File: src/rtl/activation_lut_loader.sv
// Activation-function LUT write side: loads DEPTH signed breakpoints from a valid/ready
// byte stream and serves the interpolator pair entry[address] / entry[address+1].
module activation_lut_loader #(
    parameter int DATA_WIDTH = 8,
    parameter int ADDR_WIDTH = 4,
    parameter int DEPTH      = 17
) (
    input  logic                         clk,
    input  logic                         rst,
    input  logic                         start,
    input  logic signed [DATA_WIDTH-1:0] in_data,
    input  logic                         in_valid,
    output logic                         in_ready,
    output logic                         loaded,
    output logic [4:0]                   count,
    input  logic [ADDR_WIDTH-1:0]        address,
    output logic signed [DATA_WIDTH-1:0] base,
    output logic signed [DATA_WIDTH-1:0] next_data
);

    typedef enum logic [1:0] {
        IDLE  = 2'd0,
        LOAD  = 2'd1,
        READY = 2'd2
    } state_t;

    localparam logic [4:0] LAST_IDX = 5'(DEPTH - 1);

    state_t                       state;
    state_t                       state_next;
    logic [4:0]                   count_next;
    logic                         loaded_next;
    logic                         wr_en;
    logic [ADDR_WIDTH:0]          base_idx;
    logic [ADDR_WIDTH:0]          next_idx;
    logic signed [DATA_WIDTH-1:0] entries [DEPTH];

    // State, counter, loaded flag and table storage.
    always_ff @(posedge clk) begin
        if (rst) begin
            state  <= IDLE;
            count  <= 5'd0;
            loaded <= 1'b0;
            for (int i = 0; i < DEPTH; i++) begin
                entries[i] <= '0;
            end
        end else begin
            state  <= state_next;
            count  <= count_next;
            loaded <= loaded_next;
            if (wr_en) begin
                entries[count] <= in_data;
            end
        end
    end

    // Next-state logic; a start pulse always wins over a pending transfer.
    always_comb begin
        state_next  = state;
        count_next  = count;
        loaded_next = loaded;
        in_ready    = 1'b0;
        wr_en       = 1'b0;
        case (state)
            IDLE: begin
                if (start) begin
                    state_next  = LOAD;
                    count_next  = 5'd0;
                    loaded_next = 1'b0;
                end else begin
                    state_next = IDLE;
                end
            end
            LOAD: begin
                in_ready = ~start;
                if (start) begin
                    count_next  = 5'd0;
                    loaded_next = 1'b0;
                end else if (in_valid) begin
                    wr_en      = 1'b1;
                    count_next = count + 5'd1;
                    if (count == LAST_IDX) begin
                        state_next  = READY;
                        loaded_next = 1'b1;
                    end else begin
                        state_next = LOAD;
                    end
                end else begin
                    state_next = LOAD;
                end
            end
            READY: begin
                if (start) begin
                    state_next  = LOAD;
                    count_next  = 5'd0;
                    loaded_next = 1'b0;
                end else begin
                    state_next = READY;
                end
            end
            default: begin
                state_next  = IDLE;
                count_next  = 5'd0;
                loaded_next = 1'b0;
            end
        endcase
    end

    assign base_idx = {1'b0, address};
    assign next_idx = {1'b0, address} + {{ADDR_WIDTH{1'b0}}, 1'b1};

    // Read port is masked until the table is complete so no partial table leaks out.
    always_comb begin
        base      = '0;
        next_data = '0;
        if (loaded) begin
            base      = entries[base_idx];
            next_data = entries[next_idx];
        end else begin
            base      = '0;
            next_data = '0;
        end
    end

endmodule
File: config.mk
export PLATFORM = sky130hd
export DESIGN_NAME = activation_lut_loader
export DESIGN_NICKNAME = d
export VERILOG_FILES = /design/src/rtl/activation_lut_loader.sv
export SDC_FILE = /design/constraint.sdc
export NUM_CORES = 1
export LEC_CHECK = 0
export CORE_MARGIN = 1.5
export CORE_UTILIZATION = 42
export CTS_CLUSTER_DIAMETER = 200
export CTS_CLUSTER_SIZE = 20
export DETAILED_ROUTE_END_ITERATION = 8
export PLACE_DENSITY_LB_ADDON = 0.08
export SLEW_MARGIN = 20
export SYNTH_ARGS = -nofsm -noshare
export SYNTH_HDL_FRONTEND = slang
export SYNTH_SLANG_ARGS = --single-unit
File: constraint.sdc
create_clock -name clk -period 3.3 [get_ports clk]
set_clock_uncertainty 0.05 [all_clocks]
set_input_delay 0.33 -clock clk [delete_from_list [all_inputs] [get_ports clk]]
set_output_delay 0.33 -clock clk [all_outputs]
set_load 0.01 [all_outputs]
==> results of run 1 <==
## Yosys cell counts (2+ instances only)
library cell  count  area, µm²
a21boi_0          8       60.1
a21oi_1           3       15.0
a22oi_1          16        120
and2_1          138        863
and3_1            9       56.3
buf_1             2       7.51
buf_2            13       65.1
buf_4             8       60.1
clkbuf_1         17       63.8
dfxtp_1           8        160
edfxtp_1        176       5290
ha_1              5       62.6
inv_1             4       15.0
mux2_2           17        191
mux2i_1           9       90.1
mux4_2           72       1620
nand2_1           2       7.51
nand2b_1          3       18.8
nand3_1          28        140
nand3_4           4       70.1
nand3b_1          2       15.0
nor2_1           13       48.8
nor2_4           16        180
nor2b_1           2       12.5
nor3_1           11       55.1
o2111ai_1         2       17.5
o21a_1            3       22.5
o21ai_0           8       40.0
or2_1             3       18.8
or2_2            14       87.6
or3b_2            2       17.5
xnor2_1           2       17.5
xor2_1            2       17.5
## routing by layer
layer  part of all wire  vias up  global-route usage
li1                   -     2534                   -
met1               0.45     2958               0.313
met2               0.48      196               0.348
met3              0.057       23              0.0350
met4              0.013        0              0.0568
met5                  0        -                   0
## worst min-delay path, delay by kind of cell, from the launching register on
| kind | cells | cell delay [ps] |
|---|---|---|
| flip-flops | 1 | 340 |
| AND/OR/NAND/NOR | 1 | 90 |
| AO/OA/AOI/OAI | 1 | 60 |
## registers in the layout, summed over array words and instances (netlist names)
signal	flops
state	2
entries	176
loaded	1
count	5
## what timing repair did
| item | in CTS | in global routing |
|---|---|---|
| setup endpoints to repair | 8 | 8 |
| cloned | 0 | 0 |
| pin swaps | 0 | 0 |
| gates resized for setup | 6 | 9 |
## power breakdown
part | total (mW) | internal [mW] | switching (mW) | leakage (nW)
Combinational | 0.510 | 0.247 | 0.263 | 1.78
Sequential | 2.64 | 2.61 | 0.0351 | 1.83
Clock | 2.10 | 1.09 | 1.00 | 0.288
Total | 5.25 | 3.95 | 1.30 | 3.89
## through the flow
step	setup TNS [ps]	setup slack (ps)	utilization	hold slack (ps)	area, µm²
floorplan	0	985	-	379	9630
global placement	-643	-127	0.463	411	10500
detailed placement	-575	-116	0.463	463	10500
CTS	0	27.1	0.490	480	11100
global route	0	6.79	0.491	507	11100
finish	0	92.9	0.491	478	11100
## area by class of cell
type	count	area share
Sequential cell	184	0.491
Timing Repair Buffer	69	0.0617
Tap cell	285	0.0322
Clock buffer	17	0.0384
Multi-Input combinational cell	404	0.359
Inverter	4	0.00135
Clock inverter	15	0.0163
## cell families after synthesis
group,Yosys count,synth area share
and+or+nand+nor,252,0.171
adders and majority gates,5,0.00649
xor gates and xnor gates,4,0.00364
buffers and inverters,46,0.0236
muxes,98,0.198
AOI/OAI and AO/OA,45,0.0327
DFF,184,0.565
## worst min-delay path by stage
stage / start / end / cells past startpoint
floorplan: in_data[0] / entries[18][0] / 0
global route: loaded / loaded / 2
global placement: loaded / loaded / 2
detailed placement: loaded / loaded / 2
finish: loaded / loaded / 2
CTS: loaded / loaded / 2
==> summary.md, run 1 <==
| Metric | Value |
|---|---|
| Largest net degree at the start of global routing | `70` |
| Flip-flop and latch area | `roughly 5400 µm²` |
| Placed Instances | `~950` |
| Status | `completed` |
| Reg2reg path depth | `5` |
| Hold Crit Class | `register to register` |
| Routed Wire Length | `25100 µm` |
| Critical R2R Launch | `state[0]` |
| Worst-Margin Slew | `847 ps` |
| CTS tree | `yes` |
| Final hold vios | `0` |
| Area grow syn2layout | `15.1%` |
| Leakage | `3.89 nW` |
| RSZ-0062 raised after global routing | `false` |
| Slowest CP cell | `mux4_2` |
| Grt ovf | `0` |
| Mapped Area | `slightly below 10000 µm²` |
| Layout cells sized above 1 | `0.280` |
| Avg Synthesized Cell Area | `15.2 µm²` |
| Core Area | `approximately 23000 µm²` |
| Multi-input gate area | `~4000 µm²` |
| Power per cell area | `about 470 nW/µm²` |
| Worst endpoint required time | `between 2000 and 3000 ps` |
| Slew Viols, Final | `0` |
| Initial core utilization | `0.427` |
| 1st-iter DRT viols | `roughly 480` |
| IO Count | `39` |
| Commonest non-fill, non-tap cell in the layout | `edfxtp_1` |
| CP max FO | `6` |
| GRT Util Overall | `0.218` |
| Post-synthesis sequential area ratio | `0.565` |
| Fin cells | `between 900 and 1000` |
| Final HPWL DP | `17200 µm` |
| FF+latch count, synth | `between 150 and 200` |
| Crit. path cell count | `8` |
| Via density | `5.84` |
| Startpoint class of the critical path | `primary input` |
| Number of nets with antenna violations after routing | `0` |
| Hold buffer count at cts | `0` |
| Initial DRT Pass Iterations | `4` |
| Fmax | `approximately 0.31 GHz` |
| Clk_lat worst skew | `roughly 430 ps` |
| Setup crit start | `address[1]` |
| Clk Tree Root Cell | `clkbuf_16` |
| Syn. warnings | `0` |
| Max Cap Viol | `0` |
| Die Area | `23900 µm²` |
| Die height | `~150 µm` |
| Buffers & Inverters on Critical Path | `3` |
| Crit path DAT | `roughly 2800 ps` |
| Fin crit share | `0.972` |
| R2r setup slk | `approximately 870 ps` |
| Most frequent cells in the layout | `edfxtp_1 (176), and2_1 (138), mux4_2 (72)` |
| CTS buffer count | `17` |
| Synth cell types | `45` |
| Post-synth EDFFs | `~180` |
| # fillers | `around 1900` |
| Power Total | `approximately 5.3 mW` |
| Share of flip-flops with an asynchronous set or reset | `0` |
| Commonest register cell after synthesis | `edfxtp_1` |
| Post-CTS Setup Bufs | `0` |
| Largest stage delay, worst path | `510 ps` |
| Residual DRC | `0` |
| VDD IR-drop max | `roughly 0.31 mV` |
| Clock Tree Buf Depth | `2` |
| Gpl congestion | `between 0.8 and 0.9` |
| Vias in the first global route | `around 5700` |
| Cells along the critical path | `clkdlybuf4s50_1, ha_4, buf_4, mux4_2, mux2_2, nand3_1, nand3_1, clkdlybuf4s50_1` |
| Final setup violating endpoints | `0` |
| Crit. End Element | `output port` |
| RR Endpoint | `entries[14][3]` |
| Crit path kind | `primary input to output port` |
| Family with the most delay on the worst path | `buffers and inverters` |
| Final min period | `3210 ps` |
| Via count | `5711` |
| WL/cell | `25.6 µm` |
| Clk slew on worst S/H paths | `roughly 70 ps` |
| Cells after Synth | `about 630` |
| Mapped Nets | `about 660` |
| Relative slew slack | `0.433` |
| Initial antenna violation count | `1` |
| CTS sink count | `184` |
| Worst Setup EP | `next_data[4]` |
| Die X | `~150 µm` |
| N_diodes | `0` |
| First-pass GRT wire length | `~37000 µm` |
| H-tree levels | `4` |
| Fin nets | `roughly 700` |
| I/O Buffers | `38` |
| # rows | `55` |
Note: power is estimated with default switching activity, not from simulation.
==> run 2: changes to the inputs <==
GPL_ROUTABILITY_DRIVEN = 0   (was default)
clock period = 3.92 ns   (was 3.3 ns; I/O delays follow)
==> summary.md, run 2 (synthesis gave the netlist of run 1 again) <==
| Metric | Value |
|---|---|
| Status | `completed` |
| Die X | `about 150 µm` |
| Number of nets with antenna violations after routing | `0` |
| Largest stage delay, worst path | `between 500 and 600 ps` |
| Largest net degree at the start of global routing | `77` |
| Initial core utilization | `0.427` |
| CP dominant cell by count | `clkdlybuf4s50_1` |
| I/O Buffers | `38` |
| Buffers & Inverters on Critical Path | `3` |
| Initial DRT Pass Iterations | `6` |
| Most frequent cells in the layout | `edfxtp_1 (176), and2_1 (138), mux4_2 (72)` |
| Placed Instances | `~940` |
| Crit. End Element | `output port` |
| Layout cells sized above 1 | `0.270` |
| Largest registers | `entries: 176 flops, count: 5 flops, state: 2 flops` |
| Fin cells | `970` |
| Via density | `5.86` |
| Crit path DAT | `around 3100 ps` |
| Largest Register | `entries` |
| VDD IR-drop max | `0.287 mV` |
| Family with the most delay on the worst path | `buffers and inverters` |
| Slew Viols, Final | `0` |
| Routed Wire Length | `between 20000 and 30000 µm` |
| CP max FO | `17` |
| Top layer in use | `met4` |
| Relative slew slack | `0.396` |
| # fillers | `1941` |
| Flip-flop and latch area | `5450 µm²` |
| Multi-input gate area | `between 3000 and 4000 µm²` |
| WL/cell | `26.1 µm` |
| IO Count | `39` |
| Residual DRC | `0` |
| Fin nets | `slightly below 700` |
| Die Area | `23900 µm²` |
| H-tree levels | `4` |
| Vias in the first global route | `5931` |
| GRT Util Overall | `0.226` |
| Final min period | `roughly 3600 ps` |
| Final setup violating endpoints | `0` |
| Clk slew on worst S/H paths | `70 ps` |
| Via count | `5680` |
| Startpoint class of the critical path | `primary input` |
| Area grow syn2layout | `13.6%` |
| Setup TNS | `0 ps` |
| Leakage | `3.73 nW` |
| Final HPWL DP | `17600 µm` |
| CTS sink count | `184` |
| Die height | `154 µm` |
| Clk_lat worst skew | `440 ps` |
| M1 WL | `11300 µm` |
| Slowest CP cell | `clkdlybuf4s50_1` |
| Clock Tree Buf Depth | `2` |
| Routed wl met3 | `~1100 µm` |
| 1st-iter DRT viols | `between 500 and 600` |
| Fin crit share | `0.910` |
| Commonest non-fill, non-tap cell in the layout | `edfxtp_1` |
| Clk Tree Root Cell | `clkbuf_16` |
| Initial antenna violation count | `0` |
| Worst endpoint required time | `roughly 3500 ps` |
| CTS buffer count | `17` |
| RSZ-0062 raised after global routing | `false` |
| CTS tree | `yes` |
| # rows | `55` |
| Largest register FFs | `176` |
| Met2 wire len | `about 12000 µm` |
| Post-CTS resize count | `0` |
| Power per cell area | `a little under 400 nW/µm²` |
| Grt ovf | `0` |
| Post-CTS Setup Bufs | `0` |
| Worst-Margin Slew | `903 ps` |
| Final hold vios | `0` |
| First-pass GRT wire length | `~38000 µm` |
| Fmax | `between 0.2 and 0.3 GHz` |
| Crit path kind | `primary input to output port` |
| Core Area | `22600 µm²` |
| Hold Crit Class | `register to register` |
| Hold buffer count at cts | `0` |
| Cells along the critical path | `clkdlybuf4s50_1, ha_2, buf_4, mux4_2, and3_1, o21ai_0, nand3_1, clkdlybuf4s50_1` |
| Max Cap Viol | `0` |
[run 2: changes by cell type in the layout (fill, tap and decap cells not counted), moves of 3 or more]
| cell | before | now |
|---|---|---|
| clkdlybuf4s50_1 | 31 | 36 |
| dlymetal6s2s_1 | 5 | 0 |
| buf_12 | 5 | 2 |
| o21ai_0 | 0 | 8 |
| o21ai_1 | 8 | 0 |
| buf_4 | 26 | 22 |
| clkinv_4 | 0 | 3 |
[run 2: path summary, 6_finish.rpt]
check	cells past startpoint	slack, ps	startpoint	to
max reg2reg	4	1170	state[0]	entries[15][7]
max	8	350	address[1]	next_data[1]
min	2	570	count[1]	count[1]
min reg2reg	2	570	count[1]	count[1]
[run 2: per-layer routing]
metal,vias up,track usage
met5,-,0
met4,0,0.0888
met3,36,0.0395
met2,180,0.365
met1,2946,0.305
li1,2518,-
[run 2: layout make-up]
type / count / share of cell area
sequential: 184 / 0.498
timing repair buffer: 61 / 0.0521
tap: 285 / 0.0326
multi-input combinational: 404 / 0.363
clock buffer: 17 / 0.0389
antenna: 1 / 0.000229
inverter: 4 / 0.00137
clock inverter: 14 / 0.0144
[run 2: worst reg2reg max path: stages (launching register included)]
cell	delay [ps]
dfxtp_1	500
nor4b_4	610
nand3_4	260
nor2_4	370
or2_1	580
[run 2: report_power, final]
group	internal (mW)	switching [mW]	total, mW
clock network	0.901	0.813	1.71
registers	2.20	0.0297	2.23
logic	0.194	0.221	0.415
total	3.29	1.06	4.36
[run 2: metrics by stage]
stage	hold WS (ps)	cell area, µm²	power, mW	utilization	worst slack (ps)
CTS	582	10900	4.38	0.485	358
detailed placement	571	10400	2.69	0.459	373
global placement	557	10400	2.68	0.459	352
floorplan	441	9630	2.54	-	1480
finish	567	10900	4.36	0.485	354
global route	632	10900	4.48	0.485	262
==> run 3: changes to the inputs <==
clock period = 4.04 ns   (was 3.92 ns; I/O delays follow)
==> summary.md, run 3 (synthesis gave the netlist of run 1 again) <==
| Metric | Value |
|---|---|
| Largest registers | `entries: 176 flops, count: 5 flops, state: 2 flops` |
| Placed Instance Area | `just over 10000 µm²` |
| Routed Wire Length | `around 25000 µm` |
| Setup TNS | `0 ps` |
| Pre-CTS WS | `382 ps` |
| Crit path DAT | `~3200 ps` |
| Area grow syn2layout | `13.2%` |
| RSZ-0062 raised after global routing | `false` |
| Die height | `154 µm` |
| Power per cell area | `between 300 and 400 nW/µm²` |
| Grt ovf | `0` |
| Die Area | `about 24000 µm²` |
| IO Count | `39` |
| Crit. End Element | `output port` |
| R2r setup slk | `around 1400 ps` |
| Post-CTS Setup Bufs | `0` |
| Commonest non-fill, non-tap cell in the layout | `edfxtp_1` |
| Vias in the first global route | `between 5000 and 6000` |
| I/O Buffers | `38` |
| Hold Crit Class | `register to register` |
| Final instance area | `10900 µm²` |
| Clk_lat worst skew | `440 ps` |
| Largest register FFs | `around 180` |
| Slew Viols, Final | `0` |
| Worst-Margin Slew | `approximately 1100 ps` |
| Final min period | `roughly 3700 ps` |
| Most frequent cells in the layout | `edfxtp_1 (176), and2_1 (138), mux4_2 (72)` |
| First-pass GRT wire length | `about 37000 µm` |
| CP max FO | `between 40 and 50` |
| Number of nets with antenna violations after routing | `0` |
| Relative slew slack | `0.280` |
| Hold Crit Start | `count[0]` |
| Fin nets | `690` |
| WL/cell | `25.9 µm` |
| Startpoint class of the critical path | `primary input` |
| CTS buffer count | `17` |
| Worst Hold Depth | `2` |
| CTS sink count | `about 180` |
| Met1 usage | `0.302` |
| Clk Tree Root Cell | `clkbuf_16` |
| M3 GR Usage | `0.0325` |
| Max Cap Viol | `0` |
| Via count | `5703` |
| Initial DRT Pass Iterations | `5` |
| Initial core utilization | `0.427` |
| Flip-flop and latch area | `~5400 µm²` |
| Final setup violating endpoints | `0` |
| Clock Tree Buf Depth | `2` |
| # rows | `55` |
| Fmax | `0.271 GHz` |
| Initial antenna violation count | `0` |
| Worst Hold Endpoint | `count[0]` |
| VDD IR-drop max | `between 0.3 and 0.4 mV` |
| Final hold vios | `0` |
| Worst endpoint required time | `between 3000 and 4000 ps` |
| Critical R2R Launch | `state[0]` |
| Residual DRC | `0` |
| Leakage | `approximately 3.7 nW` |
| Global routing's busiest layer | `met2` |
| Via density | `5.90` |
| Hold buffer count at cts | `0` |
| Fin crit share | `0.912` |
| Multi-input gate area | `between 3000 and 4000 µm²` |
| Largest Register | `entries` |
| Clk slew on worst S/H paths | `roughly 70 ps` |
| Status | `completed` |
| M2 GR Usage | `0.358` |
| GRT Util Overall | `0.220` |
| # fillers | `just under 2000` |
| Core Area | `22600 µm²` |
| Layout cells sized above 1 | `0.267` |
| 1st-iter DRT viols | `a little over 500` |
| N_diodes | `0` |
| Crit path kind | `primary input to output port` |
| Post-CTS resize count | `0` |
| Final setup margin | `between 300 and 400 ps` |
| Final HPWL DP | `between 15000 and 20000 µm` |
| RR Endpoint | `entries[14][3]` |
| CTS tree | `yes` |
| Die X | `154 µm` |
| H-tree levels | `4` |
| Reg2reg path depth | `4` |
| Largest net degree at the start of global routing | `77` |
## run 3: cell type report
| cell class | instances | area share |
|---|---|---|
| sequential | 184 | 0.500 |
| multi-input combinational | 404 | 0.364 |
| timing repair buffer | 58 | 0.0503 |
| clock buffer | 17 | 0.0390 |
| tap | 285 | 0.0327 |
| clock inverter | 15 | 0.0129 |
| inverter | 4 | 0.00138 |
## run 3: worst max path at each step
stage | depth (start not counted) | start | endpoint | slack (ps)
after floorplan | 7 | address[0] | next_data[7] | 1580
after global placement | 8 | address[1] | next_data[2] | 370
after CTS | 8 | address[1] | next_data[2] | 360
after global routing | 8 | address[1] | next_data[2] | 240
final | 8 | address[1] | next_data[2] | 360
after detailed placement | 8 | address[1] | next_data[2] | 380
## run 3: power breakdown
part	switching, mW	internal [mW]	total [mW]
logic	0.212	0.186	0.398
registers	0.0282	2.13	2.16
clock network	0.789	0.812	1.60
## run 3: per-stage QoR
stage / util / hold slack (ps) / total power [mW] / instances
after floorplan: - / 453 / 2.47 / 634
after global placement: 0.458 / 560 / 2.60 / 935
after detailed placement: 0.458 / 562 / 2.60 / 935
after CTS: 0.483 / 575 / 4.18 / 967
after global routing: 0.483 / 614 / 4.28 / 967
final: 0.483 / 565 / 4.16 / 967
## run 3: critical path: stages
cell and delay (ps):
clkdlybuf4s50_1 430, ha_2 360, buf_12 320, mux4_2 370, and3_1 190, o21ai_0 350, nand3_1 220, clkdlybuf4s50_1 530
## run 3: layer usage
metal	part of all wire	vias to the layer above	wire (µm)
met1	0.44	2945	11100
met4	0.025	0	625
li1	-	2520	-
met2	0.48	205	12000
met3	0.051	33	1270
met5	0	-	0
